$ cat config.mk
export PLATFORM = sky130hd
export DESIGN_NAME = gba_mem_responder_flat
export DESIGN_NICKNAME = d
export VERILOG_FILES = /design/src/rtl/gba_mem_pkg.sv /design/src/rtl/gba_mem_responder_if.sv /design/src/rtl/gba_ws_decode.sv /design/src/rtl/gba_mem_responder.sv /design/src/flat_wrapper.sv
export SDC_FILE = /design/constraint.sdc
export NUM_CORES = 1
export LEC_CHECK = 0
export ABC_AREA = 0
export CORE_UTILIZATION = 52
export DETAILED_ROUTE_END_ITERATION = 6
export PLACE_DENSITY = 0.87
export SLEW_MARGIN = 15
export SYNTH_ARGS = -nofsm -noshare
export SYNTH_HDL_FRONTEND = slang
export SYNTH_SLANG_ARGS = --single-unit
export TNS_END_PERCENT = 20
$ cat constraint.sdc
create_clock -name clk -period 6.7 [get_ports clk]
set_input_delay 1.34 -clock clk [delete_from_list [all_inputs] [get_ports clk]]
set_output_delay 1.34 -clock clk [all_outputs]
set_load 0.03 [all_outputs]
$ cat src/rtl/gba_mem_pkg.sv
// Shared types and wait-state tables for the GBA bus responder.
// Consumed by gba_ws_decode and gba_mem_responder.
package gba_mem_pkg;

  typedef enum logic [1:0] {
    IDLE,
    WAIT,
    DATA,
    DATA2
  } state_e;

  typedef enum logic [3:0] {
    RG_BIOS,
    RG_IWRAM,
    RG_IO,
    RG_OAM,
    RG_EWRAM,
    RG_VRAM,
    RG_GP0,
    RG_GP1,
    RG_GP2,
    RG_SRAM,
    RG_NONE
  } region_e;

  typedef enum logic [1:0] {
    BW_32,
    BW_16,
    BW_8
  } bw_e;

  localparam logic [1:0] SIZE_BYTE = 2'b00;
  localparam logic [1:0] SIZE_HALF = 2'b01;
  localparam logic [1:0] SIZE_WORD = 2'b10;

  function automatic logic [3:0] n_ws_lut(input logic [1:0] f);
    case (f)
      2'd0:    return 4'd4;
      2'd1:    return 4'd3;
      2'd2:    return 4'd2;
      default: return 4'd8;
    endcase
  endfunction

  function automatic logic [3:0] s_ws_lut(input logic fast,
                                          input logic [3:0] slow);
    return fast ? 4'd1 : slow;
  endfunction

  function automatic logic [31:0] size_bytes(input logic [1:0] s);
    case (s)
      SIZE_BYTE: return 32'd1;
      SIZE_HALF: return 32'd2;
      default:   return 32'd4;
    endcase
  endfunction

endpackage

$ cat src/rtl/gba_mem_responder_if.sv
// Master-side bus bundle of the GBA memory responder.
// The master drives the access, the responder answers with data and stall.
interface gba_mem_responder_if;
  logic        bus_active;
  logic [31:0] bus_addr;
  logic [1:0]  bus_size;
  logic        bus_wen;
  logic [31:0] bus_wdata;
  logic [31:0] bus_rdata;
  logic        mem_wait;

  modport master (
    output bus_active, bus_addr, bus_size, bus_wen, bus_wdata,
    input  bus_rdata, mem_wait
  );

  modport slave (
    input  bus_active, bus_addr, bus_size, bus_wen, bus_wdata,
    output bus_rdata, mem_wait
  );
endinterface

$ cat src/rtl/gba_ws_decode.sv
// Region, bus width and N/S wait-state decode from address and WAITCNT.
// Purely combinational.
module gba_ws_decode
  import gba_mem_pkg::*;
#(
  parameter int EWRAM_WS = 2,
  parameter int VRAM_WS  = 0
) (
  input  logic [7:0]  addr_hi,
  input  logic [10:0] waitcnt,
  output region_e     region,
  output bw_e         width,
  output logic [3:0]  n_ws,
  output logic [3:0]  s_ws
);

  always_comb begin
    region = RG_NONE;
    width  = BW_32;
    n_ws   = 4'd0;
    s_ws   = 4'd0;
    if (addr_hi[7:4] == 4'h0) begin
      case (addr_hi[3:0])
        4'h0: region = RG_BIOS;
        4'h3: region = RG_IWRAM;
        4'h4: region = RG_IO;
        4'h7: region = RG_OAM;
        4'h2: begin
          region = RG_EWRAM;
          width  = BW_16;
          n_ws   = 4'(EWRAM_WS);
          s_ws   = 4'(EWRAM_WS);
        end
        4'h5, 4'h6: begin
          region = RG_VRAM;
          width  = BW_16;
          n_ws   = 4'(VRAM_WS);
          s_ws   = 4'(VRAM_WS);
        end
        4'h8, 4'h9: begin
          region = RG_GP0;
          width  = BW_16;
          n_ws   = n_ws_lut(waitcnt[3:2]);
          s_ws   = s_ws_lut(waitcnt[4], 4'd2);
        end
        4'hA, 4'hB: begin
          region = RG_GP1;
          width  = BW_16;
          n_ws   = n_ws_lut(waitcnt[6:5]);
          s_ws   = s_ws_lut(waitcnt[7], 4'd4);
        end
        4'hC, 4'hD: begin
          region = RG_GP2;
          width  = BW_16;
          n_ws   = n_ws_lut(waitcnt[9:8]);
          s_ws   = s_ws_lut(waitcnt[10], 4'd8);
        end
        4'hE: begin
          region = RG_SRAM;
          width  = BW_8;
          n_ws   = n_ws_lut(waitcnt[1:0]);
          s_ws   = n_ws_lut(waitcnt[1:0]);
        end
        default: ;
      endcase
    end
  end

endmodule

$ cat src/rtl/gba_mem_responder.sv
// GBA bus responder: wait states, lane steering, 16-bit word split.
// GBA_MEM_OPEN_BUS_EN: unmapped reads return the last completed read data.
module gba_mem_responder
  import gba_mem_pkg::*;
#(
  parameter int EWRAM_WS = 2,
  parameter int VRAM_WS  = 0
) (
  input  logic                 clk,
  input  logic                 rst_b,
  gba_mem_responder_if.slave   bus,
  input  logic [15:0]          waitcnt,
  output logic                 mem_en,
  output logic                 mem_we,
  output logic [3:0]           mem_be,
  output logic [31:0]          mem_addr,
  output logic [31:0]          mem_wdata,
  input  logic [31:0]          mem_rdata
);

  region_e     region;
  bw_e         width;
  logic [3:0]  n_ws, s_ws, ws_first;
  state_e      state_q, state_d;
  logic [3:0]  cnt, cnt_d;
  logic        second, second_d;
  logic [15:0] lo_half, lo_half_d;
  logic [31:0] next_addr, last_rd;
  logic        issue, hi, done, stall;
  logic        mapped, split;
  logic        c_byte, c_half, c_word;
  logic [31:0] acc_addr, rd_val;
  logic [3:0]  be;
  logic [7:0]  rd_byte;
  logic        unused_wc;

  gba_ws_decode #(
    .EWRAM_WS(EWRAM_WS),
    .VRAM_WS (VRAM_WS)
  ) u_dec (
    .addr_hi(bus.bus_addr[31:24]),
    .waitcnt(waitcnt[10:0]),
    .region (region),
    .width  (width),
    .n_ws   (n_ws),
    .s_ws   (s_ws)
  );

  assign unused_wc = ^waitcnt[15:11];
  assign mapped    = region != RG_NONE;
  assign split     = bus.bus_size == SIZE_WORD && width == BW_16;
  assign ws_first  = (bus.bus_addr == next_addr) ? s_ws : n_ws;

  always_comb begin
    state_d   = state_q;
    cnt_d     = cnt;
    second_d  = second;
    lo_half_d = lo_half;
    issue     = 1'b0;
    hi        = second;
    stall     = 1'b0;
    done      = 1'b0;
    unique case (state_q)
      IDLE: begin
        second_d = 1'b0;
        if (bus.bus_active) begin
          stall = 1'b1;
          if (ws_first == 4'd0) begin
            issue   = 1'b1;
            state_d = DATA;
          end else begin
            cnt_d   = ws_first - 4'd1;
            state_d = WAIT;
          end
        end
      end
      WAIT: begin
        if (!bus.bus_active) begin
          state_d  = IDLE;
          second_d = 1'b0;
        end else begin
          stall = 1'b1;
          if (cnt == 4'd0) begin
            issue   = 1'b1;
            state_d = second ? DATA2 : DATA;
          end else begin
            cnt_d = cnt - 4'd1;
          end
        end
      end
      DATA: begin
        if (!bus.bus_active) begin
          state_d = IDLE;
        end else if (split) begin
          // low half is back; the upper half is always sequential
          stall     = 1'b1;
          lo_half_d = mem_rdata[15:0];
          second_d  = 1'b1;
          if (s_ws == 4'd0) begin
            issue   = 1'b1;
            hi      = 1'b1;
            state_d = DATA2;
          end else begin
            cnt_d   = s_ws - 4'd1;
            state_d = WAIT;
          end
        end else begin
          done    = 1'b1;
          state_d = IDLE;
        end
      end
      DATA2: begin
        state_d  = IDLE;
        second_d = 1'b0;
        done     = bus.bus_active;
      end
      default: state_d = IDLE;
    endcase
  end

  assign acc_addr = hi ? bus.bus_addr + 32'd2 : bus.bus_addr;

  assign c_byte = width == BW_8 || bus.bus_size == SIZE_BYTE;
  assign c_half = !c_byte &&
                  (bus.bus_size == SIZE_HALF || width == BW_16);
  assign c_word = !c_byte && !c_half;

  always_comb begin
    be = 4'b1111;
    unique case (1'b1)
      c_byte:  be = 4'b0001 << acc_addr[1:0];
      c_half:  be = acc_addr[1] ? 4'b1100 : 4'b0011;
      c_word:  be = 4'b1111;
      default: be = 4'b1111;
    endcase
  end

  assign rd_byte = mem_rdata[{bus.bus_addr[1:0], 3'b000} +: 8];

  always_comb begin
    if (!mapped) begin
`ifdef GBA_MEM_OPEN_BUS_EN
      rd_val = last_rd;
`else
      rd_val = 32'h0;
`endif
    end else if (state_q == DATA2) begin
      rd_val = {mem_rdata[31:16], lo_half};
    end else if (width == BW_8) begin
      rd_val = {4{rd_byte}};
    end else begin
      rd_val = mem_rdata;
    end
  end

  assign mem_en        = issue & mapped & rst_b;
  assign mem_we        = mem_en & bus.bus_wen;
  assign mem_be        = mem_en ? be : 4'b0000;
  assign mem_addr      = {acc_addr[31:2], 2'b00};
  assign mem_wdata     = bus.bus_wdata;
  assign bus.mem_wait  = stall & rst_b;
  assign bus.bus_rdata = done ? rd_val : last_rd;

  always_ff @(posedge clk or negedge rst_b) begin
    if (!rst_b) begin
      state_q   <= IDLE;
      cnt       <= 4'd0;
      second    <= 1'b0;
      lo_half   <= 16'h0;
      next_addr <= 32'h0;
      last_rd   <= 32'h0;
    end else begin
      state_q <= state_d;
      cnt     <= cnt_d;
      second  <= second_d;
      lo_half <= lo_half_d;
      if (done) begin
        next_addr <= bus.bus_addr + size_bytes(bus.bus_size);
        if (!bus.bus_wen) last_rd <= rd_val;
      end
    end
  end

endmodule

$ cat src/flat_wrapper.sv
// flat-port wrapper written by rule: the top's interface ports become plain ports
module gba_mem_responder_flat import gba_mem_pkg::*;
#(
  parameter int EWRAM_WS = 2,
  parameter int VRAM_WS  = 0
)
  (clk, rst_b, waitcnt, mem_en, mem_we, mem_be, mem_addr, mem_wdata, mem_rdata, bus_bus_active, bus_bus_addr, bus_bus_size, bus_bus_wen, bus_bus_wdata, bus_bus_rdata, bus_mem_wait);
  gba_mem_responder_if bus_i ();
  input  logic clk;
  input  logic rst_b;
  input  logic [15:0] waitcnt;
  output logic mem_en;
  output logic mem_we;
  output logic [3:0] mem_be;
  output logic [31:0] mem_addr;
  output logic [31:0] mem_wdata;
  input  logic [31:0] mem_rdata;
  input wire logic [$bits(bus_i.bus_active)-1:0] bus_bus_active;
  input wire logic [$bits(bus_i.bus_addr)-1:0] bus_bus_addr;
  input wire logic [$bits(bus_i.bus_size)-1:0] bus_bus_size;
  input wire logic [$bits(bus_i.bus_wen)-1:0] bus_bus_wen;
  input wire logic [$bits(bus_i.bus_wdata)-1:0] bus_bus_wdata;
  output wire logic [$bits(bus_i.bus_rdata)-1:0] bus_bus_rdata;
  output wire logic [$bits(bus_i.mem_wait)-1:0] bus_mem_wait;
  assign bus_i.bus_active = bus_bus_active;
  assign bus_i.bus_addr = bus_bus_addr;
  assign bus_i.bus_size = bus_bus_size;
  assign bus_i.bus_wen = bus_bus_wen;
  assign bus_i.bus_wdata = bus_bus_wdata;
  assign bus_bus_rdata = bus_i.bus_rdata;
  assign bus_mem_wait = bus_i.mem_wait;
  gba_mem_responder #(.EWRAM_WS(EWRAM_WS), .VRAM_WS(VRAM_WS)) u_core (.clk(clk), .rst_b(rst_b), .bus(bus_i), .waitcnt(waitcnt), .mem_en(mem_en), .mem_we(mem_we), .mem_be(mem_be), .mem_addr(mem_addr), .mem_wdata(mem_wdata), .mem_rdata(mem_rdata));
endmodule
==> flow_metrics.tcl, run 1 <==
set metrics [dict create \
    status "completed" \
    synth_edf_count 0 \
    wirelength_um 19700 \
    grt_pass1_vias 6556 \
    skew_ps 5.45 \
    dieArea_um2 14500 \
    cts_tree "yes" \
    n_antenna_cell 0 \
    slew_violations 0 \
    root_buffer "clkbuf_16" \
    layout_commonest_cell "nand2_1" \
    ys_ff_latch 87 \
    whs_ps 482 \
    synthCells 920 \
    p_per_area_nw_per_um2 245 \
    pin_count 221 \
    layout_min_cycle_time_ps 6440 \
    tns_ps 0 \
    htreeDepth 3 \
    track_usage 0.277 \
    areaGrowthSynthToFinish_pct 21.6 \
    cts_resized 0 \
    required_ps 5360 \
    placed_area_um2 8570 \
    clock_latency_ps 350 \
    arrival_ps 5100 \
    max-cap-violations 0 \
    drc_errors 0 \
    ys_seq_area_frac 0.298 \
    numCtsBuffers 9 \
    vdd_ir_drop_max_mv 0.151 \
    wl_per_cell_um 16.8 \
    vias_per_cell 5.80 \
    clk_pin_slew_ps 70 \
    dp.cells 1159 \
    grt_max_degree 129 \
    cts_setup_buffers 0 \
    ant_nets 0 \
    antenna_found_initial 0 \
    first_iter_violations 698 \
    cts_hold_buf 0 \
    drive_above_1_share 0.102 \
    vias 6817 \
    relSlewSlack 0.293 \
    start_util 0.543 \
    crit_type "primary input to output port" \
    post-dp-hpwl_um 14300 \
    synth_flop_cell "dfrtp_1" \
    tightest_slew_ps 1060 \
    async_flop_share 1.00 \
    rows 42 \
    final_hold_viol_count 0 \
    gp_congestion 0.955 \
    port_buffers 149 \
    setup_viol 0 \
    clockBufferDepth 2 \
    fin_nets 1134 \
    stdcell_count 1175 \
    first_pass_iters 6 \
    fmax_mhz 155 \
    die_x_um 121 \
    overflow 0 \
    setup_ws_ps 259 \
    synth_area_per_cell_um2 7.94 \
    syn-cell-area_um2 7300 \
    core_area_um2 13500 \
    grt_pass1_wl_um 32100 \
    crit_path_start_kind "primary input" \
    yosys_warnings 0 \
    hp-class "flop to flop" \
    cts.sinks 87 \
    crit_path_end_kind "output port" \
    dp_slack_ps 397 \
    p_leak_nw 3.60 \
    finalCritPeriodShare 0.961 \
    rsz0062_at_grt "false" \
    fin_area_um2 8880 \
    die_h_um 121 \
    final_cell_mix "nand2_1, clkdlybuf4s50_1, o21ai_0, dfrtp_1, xnor2_1" \
    synth_cell_types 71 \
    path_max_fanout 19 \
]
## worst paths after layout
kind                                         to               from  cells after the start  slack [ps]
max                                mem_addr[28]   bus_bus_addr[27]                     10         260
min                           u_core.last_rd[1]  u_core.last_rd[1]                      2         480
max reg2reg                  u_core.last_rd[18]  u_core.state_q[0]                      9        3720
min reg2reg                   u_core.last_rd[1]  u_core.last_rd[1]                      2         480
max in group asynchronous  u_core.next_addr[21]              rst_b                      2        4660
min in group asynchronous     u_core.last_rd[6]              rst_b                      1         810
## worst max-delay path: stages
cell and delay [ps]:
clkdlybuf4s50_1 760, inv_1 280, a21oi_1 130, o21ai_2 420, a41oi_4 100, o21bai_4 310
nand4_2 410, nor3_2 330, xor2_1 280, clkdlybuf4s50_1 720
## logic make-up (layout without fill, tap and decap cells)
logic type                 after synthesis  count (layout)  synth area share
xor gates and xnor gates                94              94             0.113
buffers and inverters                  130             208            0.0947
AOI/OAI and AO/OA                      185             185             0.150
muxes                                   36              36            0.0704
and+or+nand+nor                        365             365             0.235
other                                    1               2          0.000513
adders and majority gates               22              22            0.0387
DFF                                     87              87             0.298
## Yosys cell counts (all sizes together) (3+ instances only)
master | number | share of area
o211ai | 3 | 0.0031
ha | 21 | 0.036
nor4 | 6 | 0.011
a21oi | 30 | 0.021
mux2 | 23 | 0.035
o2111ai | 4 | 0.0048
nor2b | 11 | 0.0094
mux2i | 3 | 0.0041
nor2 | 34 | 0.017
xor2 | 35 | 0.042
nor3 | 19 | 0.015
nand2b | 9 | 0.0077
o21ai | 121 | 0.083
inv | 23 | 0.012
buf | 66 | 0.062
o221ai | 3 | 0.0036
or2 | 7 | 0.0060
dfrtp | 87 | 0.30
nand3 | 15 | 0.012
clkbuf | 41 | 0.021
nand4 | 21 | 0.019
and3 | 7 | 0.0060
and2 | 4 | 0.0034
xnor2 | 59 | 0.071
nand2 | 218 | 0.11
mux4 | 10 | 0.031
## through the flow
| stage | utilization | power [W] |
|---|---|---|
| 2_1_floorplan | - | 0.00141 |
| 3_3_place_gp | 0.637 | 0.00160 |
| 5_1_grt | 0.660 | 0.00230 |
| 6_report | 0.660 | 0.00218 |
| 4_1_cts | 0.660 | 0.00217 |
| 3_5_place_dp | 0.637 | 0.00163 |
## metal layers
layer,up-vias,wire (µm),GRT usage
met5,-,0,0
met4,0,882,0.156
met3,71,1390,0.0434
met2,350,9360,0.440
met1,3174,8090,0.360
li1,3222,-,-
## report_power, final
group / leakage, nW / total [W] / switching (W) / internal, W
clock network: 0.149 / 0.000541 / 0.000243 / 0.000298
registers: 1.14 / 0.000761 / 0.0000961 / 0.000664
logic: 2.31 / 0.000878 / 0.000514 / 0.000364
total: 3.60 / 0.00218 / 0.000853 / 0.00133
## state kept, by name (all words and copies together) (netlist names)
name	count
u_core.cnt	4
u_core.last_rd	32
u_core.lo_half	16
u_core.next_addr	32
u_core.second	1
u_core.state_q	2
## area by class of cell
type                       count  area (µm²)
clock buffer                   9         225
clock inverter                 7        83.8
fill                        1081        4570
inverter                      23        86.3
multi-input combinational    704        4460
sequential                    87        2180
tap                          176         220
timing repair buffer         169        1630
(Power assumes the default switching activity.)
==> inputs of run 2 (changes only) <==
--- a/config.mk
+++ b/config.mk
@@ -8,6 +8,7 @@
 export ABC_AREA = 0
 export CORE_UTILIZATION = 52
 export DETAILED_ROUTE_END_ITERATION = 6
+export GPL_ROUTABILITY_DRIVEN = 0
 export PLACE_DENSITY = 0.87
 export SLEW_MARGIN = 15
 export SYNTH_ARGS = -nofsm -noshare
==> flow_metrics.tcl, run 2 (synthesis gave the netlist of run 1 again) <==
set metrics [dict create \
    tns_ps 0 \
    path_max_fanout 12 \
    cts.sinks 87 \
    layout_min_cycle_time_ps 6370 \
    vdd_ir_drop_max_mv 0.131 \
    ant_nets 0 \
    n_antenna_cell 0 \
    antenna_found_initial 0 \
    setup_viol 0 \
    top_regs "u_core.last_rd: 32 flops, u_core.next_addr: 32 flops, u_core.lo_half: 16 flops" \
    vias 6793 \
    final_cell_mix "nand2_1, clkdlybuf4s50_1, o21ai_0, dfrtp_1, xnor2_1" \
    core_area_um2 13500 \
    fin_nets 1138 \
    rsz0062_at_grt "false" \
    cts_resized 0 \
    rows 42 \
    rr_worst_depth 8 \
    max-cap-violations 0 \
    die_x_um 121 \
    finalCritPeriodShare 0.951 \
    skew_ps 7.52 \
    pin_count 221 \
    cts_setup_buffers 0 \
    p_total_w 0.00216 \
    relSlewSlack 0.294 \
    wl_per_cell_um 16.7 \
    first_pass_iters 5 \
    crit_type "primary input to output port" \
    drive_above_1_share 0.106 \
    worst-path-stages 12 \
    met1_length_um 7980 \
    critPathSlowestCell "clkdlybuf4s50_1" \
    p_per_area_nw_per_um2 243 \
    clock_latency_ps 350 \
    dp.cells 1163 \
    topRoutingLayerUsed "met4" \
    cpMostUsedCell "clkdlybuf4s50_1" \
    whs_ps 482 \
    grt_max_degree 78 \
    cp_top_family "buffers and inverters" \
    path_buf_inv 3 \
    htreeDepth 3 \
    slew_violations 0 \
    cts_tree "yes" \
    arrival_ps 5030 \
    p_leak_nw 3.61 \
    die_h_um 121 \
    first_iter_violations 592 \
    hp-class "flop to flop" \
    grt_pass1_vias 6656 \
    fmax_mhz 157 \
    root_buffer "clkbuf_16" \
    port_buffers 149 \
    start_util 0.543 \
    areaGrowthSynthToFinish_pct 21.7 \
    clockBufferDepth 2 \
    met3_length_um 1400 \
    placed_area_um2 8590 \
    track_usage 0.277 \
    final_hold_viol_count 0 \
    dieArea_um2 14500 \
    wirelength_um 19700 \
    grt_pass1_wl_um 32000 \
    numCtsBuffers 9 \
    overflow 0 \
    wl_met2_um 9360 \
    crit_path_start_kind "primary input" \
    required_ps 5360 \
    max_stage_delay_ps 710 \
    vias_per_cell 5.76 \
    clk_pin_slew_ps 70 \
    cts_hold_buf 0 \
    crit_chain "clkdlybuf4s50_1 > inv_1 > ha_1 > nor2b_1 > mux4_2 > nand2_1 > a41oi_4 > o21bai_4 > nand4_2 > nor3_2 > xor2_1 > clkdlybuf4s50_1" \
    fin_area_um2 8890 \
    stdcell_count 1179 \
    layout_commonest_cell "nand2_1" \
    drc_errors 0 \
    tightest_slew_ps 1060 \
    post-dp-hpwl_um 14500 \
    status "completed" \
    hold_depth 2 \
    crit_path_end_kind "output port" \
]
==> run 2: worst paths after layout <==
path                              startpoint                 end  slack (ps)
setup / recovery                  waitcnt[1]        mem_addr[28]         330
hold / removal             u_core.last_rd[2]   u_core.last_rd[2]         480
setup reg to reg           u_core.state_q[0]  u_core.last_rd[10]        3500
hold reg to reg            u_core.last_rd[2]   u_core.last_rd[2]         480
max in group asynchronous              rst_b  u_core.lo_half[13]        4650
min in group asynchronous              rst_b   u_core.last_rd[6]         820
==> run 2: area by class of cell <==
cell class,count,area (µm²)
Multi-Input combinational cell,704,4460
Clock buffer,9,225
Sequential cell,87,2180
Timing Repair Buffer,173,1650
Inverter,23,86.3
Clock inverter,7,75.1
Tap cell,176,220
Fill cell,1063,4560
==> run 2: tightest hold or removal path: stages, from the launching register on <==
cell and delay (ps):
dfrtp_1 350, nand2_1 40, o21ai_0 60
==> run 2: stage by stage <==
step | setup slack, ps | util
detailed placement | 409 | 0.638
CTS | 387 | 0.661
floorplan | 1690 | -
global route | 150 | 0.661
finish | 328 | 0.661
global placement | 442 | 0.638
==> run 2: power breakdown <==
part | switching (W) | total, W | leakage [nW] | internal, W
Combinational | 0.000516 | 0.000886 | 2.32 | 0.000370
Sequential | 0.0000954 | 0.000760 | 1.14 | 0.000664
Clock | 0.000245 | 0.000510 | 0.145 | 0.000265
==> run 2: metal layers <==
layer	GRT usage	vias up
met4	0.153	0
met1	0.354	3166
met2	0.453	340
li1	-	3214
met3	0.0377	73
met5	0	-
